## src/rtl/dac_sched_pkg.sv

```systemverilog
// Shared types and constants for the DAC update scheduler and its frame shifter.
// Optional feature macro: SLEW_LIMIT_EN (adds the slew-limit helper).
package dac_sched_pkg;
  localparam int LEVEL_W      = 8;
  localparam int FRAME_LEN    = 16;
  localparam int DATA_LSB_BIT = 4;
  localparam int DATA_MSB_BIT = 11;

  typedef enum logic [1:0] {IDLE, LOAD, SHIFT, GAP} state_t;

`ifdef SLEW_LIMIT_EN
  // Move cur toward tgt by at most step; result clamped to the level range.
  function automatic logic [LEVEL_W-1:0] slew_limit(input logic [LEVEL_W-1:0] cur,
                                                    input logic [LEVEL_W-1:0] tgt,
                                                    input logic [LEVEL_W-1:0] step);
    logic signed [9:0] diff;  // value always fits in 9 signed bits
    logic signed [9:0] cur_s;
    logic signed [9:0] st;
    logic signed [9:0] nxt;
    logic [LEVEL_W-1:0] res;
    cur_s = $signed({2'b00, cur});
    st    = $signed({2'b00, step});
    diff  = $signed({2'b00, tgt}) - cur_s;
    if (diff > st)       nxt = cur_s + st;
    else if (diff < -st) nxt = cur_s - st;
    else                 nxt = $signed({2'b00, tgt});
    if (nxt < 0)                res = '0;
    else if (nxt > 10'sd255)    res = '1;
    else                        res = nxt[LEVEL_W-1:0];
    return res;
  endfunction
`endif
endpackage

```

## src/rtl/dac_frame_tx.sv

```systemverilog
// Shifts one 16-bit DAC frame: 4 zero bits, 8 level bits MSB first, 4 zero bits.
// nSYNC/DIN are registered; last_bit flags the 16th bit clock.
module dac_frame_tx
  import dac_sched_pkg::*;
(
  input  logic               clock,
  input  logic               reset,
  input  logic               start,
  input  logic [LEVEL_W-1:0] level,
  output logic               nSYNC,
  output logic               DIN,
  output logic               last_bit
);
  logic                 active;
  logic [3:0]           bit_cnt;
  logic [FRAME_LEN-1:0] sreg;
  logic [FRAME_LEN-1:0] frame;

  // Frame word with bit k of the frame at index FRAME_LEN-1-k.
  always_comb begin
    frame = '0;
    frame[FRAME_LEN-1-DATA_LSB_BIT -: LEVEL_W] = level;
  end

  // Bit sequencer: start presents bit 0 on the next clock, then one bit per clock.
  always_ff @(posedge clock) begin
    if (reset) begin
      active  <= 1'b0;
      bit_cnt <= '0;
      sreg    <= '0;
      nSYNC   <= 1'b1;
      DIN     <= 1'b0;
    end else if (start) begin
      active  <= 1'b1;
      bit_cnt <= '0;
      sreg    <= frame << 1;
      nSYNC   <= 1'b0;
      DIN     <= frame[FRAME_LEN-1];
    end else if (active) begin
      if (bit_cnt == 4'(FRAME_LEN-1)) begin
        active <= 1'b0;
        nSYNC  <= 1'b1;
        DIN    <= 1'b0;
      end else begin
        bit_cnt <= bit_cnt + 4'd1;
        DIN     <= sreg[FRAME_LEN-1];
        sreg    <= sreg << 1;
      end
    end
  end

  assign last_bit = active && (bit_cnt == 4'(FRAME_LEN-1));
endmodule

```

## src/rtl/dac_update_scheduler.sv

```systemverilog
// Shares the serial heater DAC between the control loop and the manual panel:
// captures newest level per source, picks the owner, rate-limits frame starts,
// and drives dac_frame_tx. Optional feature macro: SLEW_LIMIT_EN.
module dac_update_scheduler
  import dac_sched_pkg::*;
#(
  parameter int                 HOLDOFF     = 1000,
  parameter int                 MIN_GAP     = 2,
  parameter logic [LEVEL_W-1:0] RESET_LEVEL = '0
`ifdef SLEW_LIMIT_EN
  , parameter int               SLEW_STEP   = 4
`endif
) (
  input  logic               clock,
  input  logic               reset,
  input  logic               loop_wr,
  input  logic [LEVEL_W-1:0] loop_level,
  input  logic               manual_wr,
  input  logic [LEVEL_W-1:0] manual_level,
  input  logic               manual_en,
  output logic               nSYNC,
  output logic               DIN,
  output logic               busy,
  output logic [LEVEL_W-1:0] current_level,
  output logic               update_done
);
  localparam int EFF = (HOLDOFF > FRAME_LEN + MIN_GAP) ? HOLDOFF : FRAME_LEN + MIN_GAP;
  localparam int HW  = ($clog2(EFF + 1) > 10) ? $clog2(EFF + 1) : 10;
  localparam int GW  = (MIN_GAP > 1) ? $clog2(MIN_GAP) : 1;
  // Counter is 1 in the clock after LOAD, so EFF-1 in IDLE lets the next LOAD land EFF clocks later.
  localparam logic [HW-1:0] HOLD_LAST = HW'(EFF - 1);

  state_t             state;
  logic [HW-1:0]      hold_cnt;
  logic [GW-1:0]      gap_cnt;
  logic               rst_frame, sel_man;
  logic               loop_pend, man_pend;
  logic [LEVEL_W-1:0] loop_val, man_val, sent_level;
  logic [LEVEL_W-1:0] tgt, frame_level;
  logic               hold_done, sel_req, reached, consume, last_bit;

  assign hold_done = (hold_cnt >= HOLD_LAST);
  // A same-cycle write counts as pending so an idle write reaches LOAD on the next clock.
  assign sel_req   = manual_en ? (man_pend | manual_wr) : (loop_pend | loop_wr);
  assign tgt       = sel_man ? man_val : loop_val;

`ifdef SLEW_LIMIT_EN
  assign frame_level = rst_frame ? RESET_LEVEL
                                 : slew_limit(current_level, tgt, LEVEL_W'(SLEW_STEP));
`else
  assign frame_level = rst_frame ? RESET_LEVEL : tgt;
`endif

  // A partially ramped target stays pending so later frames keep moving toward it.
  assign reached = (frame_level == tgt);
  assign consume = (state == LOAD) && !rst_frame && reached;

  // Per-source capture: newest write wins and beats a same-cycle consume.
  always_ff @(posedge clock) begin
    if (reset) begin
      loop_pend <= 1'b0;
      man_pend  <= 1'b0;
      loop_val  <= '0;
      man_val   <= '0;
    end else begin
      if (loop_wr) begin
        loop_val  <= loop_level;
        loop_pend <= 1'b1;
      end else if (consume && !sel_man) begin
        loop_pend <= 1'b0;
      end
      if (manual_wr) begin
        man_val  <= manual_level;
        man_pend <= 1'b1;
      end else if (consume && sel_man) begin
        man_pend <= 1'b0;
      end
    end
  end

  // Holdoff timer restarts at each frame start and saturates once expired.
  always_ff @(posedge clock) begin
    if (reset)               hold_cnt <= '0;
    else if (state == LOAD)  hold_cnt <= HW'(1);
    else if (!hold_done)     hold_cnt <= hold_cnt + HW'(1);
  end

  // Frame sequencer; reset lands in LOAD so the reset level is always sent.
  always_ff @(posedge clock) begin
    if (reset) begin
      state         <= LOAD;
      busy          <= 1'b0;
      current_level <= '0;
      sent_level    <= '0;
      rst_frame     <= 1'b1;
      sel_man       <= 1'b0;
      gap_cnt       <= '0;
    end else begin
      case (state)
        IDLE: if (sel_req && hold_done) begin
          state   <= LOAD;
          sel_man <= manual_en;
        end
        LOAD: begin
          state      <= SHIFT;
          busy       <= 1'b1;
          sent_level <= frame_level;
          rst_frame  <= 1'b0;
        end
        SHIFT: if (last_bit) begin
          state         <= GAP;
          current_level <= sent_level;
          gap_cnt       <= '0;
        end
        GAP: begin
          if (gap_cnt == GW'(MIN_GAP - 1)) begin
            state <= IDLE;
            busy  <= 1'b0;
          end else begin
            gap_cnt <= gap_cnt + GW'(1);
          end
        end
        default: state <= IDLE;
      endcase
    end
  end

  assign update_done = last_bit;

  dac_frame_tx u_tx (
    .clock    (clock),
    .reset    (reset),
    .start    (state == LOAD),
    .level    (frame_level),
    .nSYNC    (nSYNC),
    .DIN      (DIN),
    .last_bit (last_bit)
  );
endmodule

```

## config.mk

```make
export PLATFORM = sky130hd
export DESIGN_NAME = dac_update_scheduler
export DESIGN_NICKNAME = d
export VERILOG_FILES = /design/src/rtl/dac_sched_pkg.sv /design/src/rtl/dac_frame_tx.sv /design/src/rtl/dac_update_scheduler.sv
export SDC_FILE = /design/constraint.sdc
export NUM_CORES = 1
export LEC_CHECK = 0
export ABC_AREA = 1
export BUFFER_PORTS_ARGS = -buffer_cell sky130_fd_sc_hd__buf_2
export CAP_MARGIN = 20
export CORE_MARGIN = 10
export CORE_UTILIZATION = 35
export CTS_BUF_LIST = sky130_fd_sc_hd__clkbuf_8
export CTS_CLUSTER_SIZE = 12
export DETAILED_ROUTE_END_ITERATION = 10
export HOLD_SLACK_MARGIN = 0.05
export SLEW_MARGIN = 20
export SYNTH_ARGS = -nofsm -noshare
export SYNTH_HDL_FRONTEND = slang
export SYNTH_SLANG_ARGS = --single-unit
```

## constraint.sdc

```tcl
create_clock -name clock -period 4.2 [get_ports clock]
set_clock_uncertainty 0.2 [all_clocks]
set_input_delay 0 -clock clock [delete_from_list [all_inputs] [get_ports clock]]
set_output_delay 0 -clock clock [all_outputs]
set_load 0.005 [all_outputs]
```

==> flow_metrics.py <==
metrics = {
    "sta": {
        "hold_viol": 0,
        "clock.fmax_mhz": 357.8,
        "hold_slack_ns": 0.2576,
        "maxSlewViolCount": 0,
        "fin_crit_ns": 2.795,
        "worst_slack_ns": 1.405,
        "tightestPinTransition_ns": 0.7120,
        "rsz0062_at_grt": "no",
        "slew_headroom_pct": 52.36,
        "setup_viol": 0,
        "fin_setup_tns_ns": 0,
        "period_share_pct": 66.54,
    },
    "finish": {
        "nets": 462,
        "antenna_cells": 0,
        "final_cells": 541,
        "final_area_sq_um": 3684,
        "drive_above_1_share_pct": 15.95,
        "area_growth_pct": 31.02,
    },
    "placement": {
        "dp.cells": 477,
        "routabilityCongestion": 0.7190,
        "placed_cell_area_sq_um": 3025,
        "place_ws_ns": 1.749,
        "port_buffers": 32,
        "place_hpwl_um": 4523,
    },
    "synthesis": {
        "syn_avg_cell_area_sq_um": 7.942,
        "synth_cells": 354,
        "synthesis.area_sq_um": 2811,
        "yosys.area.top_type": "dfxtp_1",
        "ys.flop_type": "dfxtp_1",
        "async_flop_share_pct": 0,
        "synth-edff-count": 0,
        "ys_warn_count": 0,
        "synth.most_common_cell": "dfxtp_1",
        "synthTopCellsByCount": "dfxtp_1 (68), o21ai_0 (49), nor2_1 (47)",
        "synth_cell_types": 34,
        "synthTopCellsByArea": "dfxtp_1 (48%), o21ai_0 (8.7%), nor2_1 (6.3%)",
        "seq_area_frac_synth_pct": 48.42,
        "synth_nets": 382,
        "synth_top_area_share_pct": 48.42,
        "synth-seq-cells": 68,
    },
    "power_and_ir_drop": {
        "leakage_nw": 1.642,
        "seq_power_share_pct": 46.8,
        "irDropWorstVdd_mv": 0.2454,
        "power.density_nw_per_um2": 449.6,
        "switchingPower_w": 0.0005487,
        "power_frac_clock_pct": 29.4,
        "pwr-share-comb_pct": 23.7,
        "internal-power_w": 0.001107,
        "swShare_pct": 33.13,
    },
    "clock_tree": {
        "cts_tree": "yes",
        "cts_buffers": 9,
        "clkSlewWorstSetupHoldPaths_ns": 0.08,
        "max-clock-path-buffers": 2,
        "clkLatencyLatePin_ns": 0.34,
        "root_buffer": "clkbuf_8",
        "cts.htree.levels": 3,
        "clock_sinks": 68,
    },
    "setup_path": {
        "crit_top_cell": "dlygate4sd3_1",
        "cp_num_buf_inv": 6,
        "end_kind": "flip-flop",
        "critical_path.max_fanout": 24,
        "crit_type": "in -> reg",
        "cp_cell_sequence": "dlygate4sd3_1, buf_2, inv_1, buf_4, o21ai_0, dlygate4sd3_1, a21oi_1, dlygate4sd3_1",
        "worstPathArrival_ns": 2.88,
        "startpoint_type": "input pin",
        "critPathMaxStageDelay_ns": 0.57,
        "crit_required_ns": 4.28,
        "cpMaxStageDelayCell": "dlygate4sd3_1",
        "critPathTopFamily": "buffers and inverters",
    },
    "run_status": {
        "outcome": "finished, final reports clean",
    },
    "die": {
        "die_x_um": 109.6,
        "start_util_pct": 36.20,
        "ioPinCount": 33,
        "die_height_um": 109.6,
        "coreArea_sq_um": 7767,
        "die_area_sq_um": 12020,
        "row_count": 32,
    },
    "global_routing": {
        "grt_pass1_wl_um": 12030,
        "grt_pass1_vias": 2604,
        "antenna_found_initial": 0,
        "grt_max_degree": 25,
        "grt_use_total_pct": 12.56,
        "overflow": 0,
    },
    "route": {
        "vias": 2550,
        "wire_per_inst_um": 12.80,
        "via_per_inst": 4.713,
        "drc": 0,
        "drtAntennaViolNets": 0,
        "drt-total-wl_um": 6925,
        "first_iter_violations": 108,
        "first_pass_iters": 4,
    },
    "hold_path": {
        "hold_path_class": "reg -> reg",
    },
    "job": {
        "maxCapViolations": 0,
    },
}
==> sequential cells by signal (all words and copies together), names as in the netlist <==
name and flops:
loop_pend 1, u_tx.DIN 1, sent_level 8, u_tx.sreg 11, state 2, current_level 8
u_tx.nSYNC 1, sel_man 1, hold_cnt 10, u_tx.active 1, man_val 8, busy 1
loop_val 8, rst_frame 1, man_pend 1, gap_cnt 1, u_tx.bit_cnt 4
==> power groups by stage <==
| stage | clock network, W | logic (W) | registers [W] |
|---|---|---|---|
| 2_1_floorplan | 0 | 0.000279 | 0.000776 |
| 3_3_place_gp | 0 | 0.000350 | 0.000785 |
| 3_5_place_dp | 0 | 0.000355 | 0.000789 |
| 4_1_cts | 0.000499 | 0.000393 | 0.000774 |
| 5_1_grt | 0.000536 | 0.000456 | 0.000785 |
| 6_report | 0.000488 | 0.000393 | 0.000776 |
==> area by class of cell <==
type	count	area, sq um
fill	745	4084
sequential	68	1361
multi-input combinational	230	1199
timing repair buffer	81	648.1
inverter	44	170.2
clock buffer	10	137.6
tap	102	127.6
clock inverter	6	40.04
==> layer usage <==
| metal | wire length, um | global-route usage [%] | part of all wire [%] | up-vias |
|---|---|---|---|---|
| met2 | 3505 | 21.17 | 51 | 42 |
| met3 | 200 | 4.154 | 2.9 | 8 |
| li1 | - | - | - | 1330 |
| met1 | 3141 | 14.76 | 45 | 1170 |
| met4 | 78 | 3.996 | 1.1 | 0 |
| met5 | 0 | 0 | 0 | - |
==> logic make-up (layout without fill, tap and decap cells) <==
family / Yosys count / after routing / synth area share (%)
compound gates: 98 / 98 / 19.23
xor+xnor: 1 / 1 / 0.3116
fa+ha+maj: 7 / 7 / 3.115
buf+inv: 56 / 141 / 8.945
flops: 68 / 68 / 48.42
simple gates: 124 / 124 / 19.98
==> path summary, 6_finish.rpt <==
check	startpoint	end	slack (ns)	cells after the start
max	reset	loop_val[4]$_SDFFE_PP0P_	1.41	8
min	sent_level[4]$_SDFFE_PP0P_	current_level[4]$_SDFFE_PP0P_	0.26	2
max reg2reg	state[1]$_SDFFE_PP0P_	hold_cnt[4]$_SDFFE_PP0N_	1.79	7
min reg2reg	sent_level[4]$_SDFFE_PP0P_	current_level[4]$_SDFFE_PP0P_	0.26	2
==> worst min-delay path: cells and delay by family, from the launching register on <==
| family | cells | cell delay, ns |
|---|---|---|
| buffers and inverters | 1 | 0.06 |
| AOI/OAI and AO/OA | 1 | 0.06 |
| DFF | 1 | 0.30 |
==> metrics by stage <==
step                      power [W]  utilization (%)
after floorplan            0.001055                -
after detailed placement   0.001143            38.95
final                      0.001656            47.42
after global routing       0.001777            47.42
after CTS                  0.001666            47.42
after global placement     0.001136            38.95
==> what timing repair did <==
action                                 in CTS  in global routing
resized for setup                           0                  0
endpoints found under the hold margin      27                  0
hold buffers                               48                  0
buffers inserted                            0                  0
==> cell usage in the layout (no fill, tap or decap) <==
cell	instances
a211oi_1	1
a21oi_1	27
a21oi_2	2
a22oi_1	1
a31oi_1	7
buf_2	32
buf_4	1
clkbuf_8	10
clkinv_2	3
clkinv_4	3
clkinvlp_4	1
dfxtp_1	68
dlygate4sd3_1	48
ha_1	7
inv_1	41
inv_2	2
nand2_1	40
nand2_2	3
nand2_4	1
nand3_1	16
nand3_2	2
nand3b_1	1
nor2_1	47
nor2_2	1
nor2_4	3
nor3_1	5
nor3b_1	1
o2111ai_1	1
o211a_1	1
o211ai_1	3
o21ai_0	49
o21ai_2	2
o22ai_1	4
or2_2	4
xnor2_1	1
No activity file was read; power rests on OpenSTA's default activity.
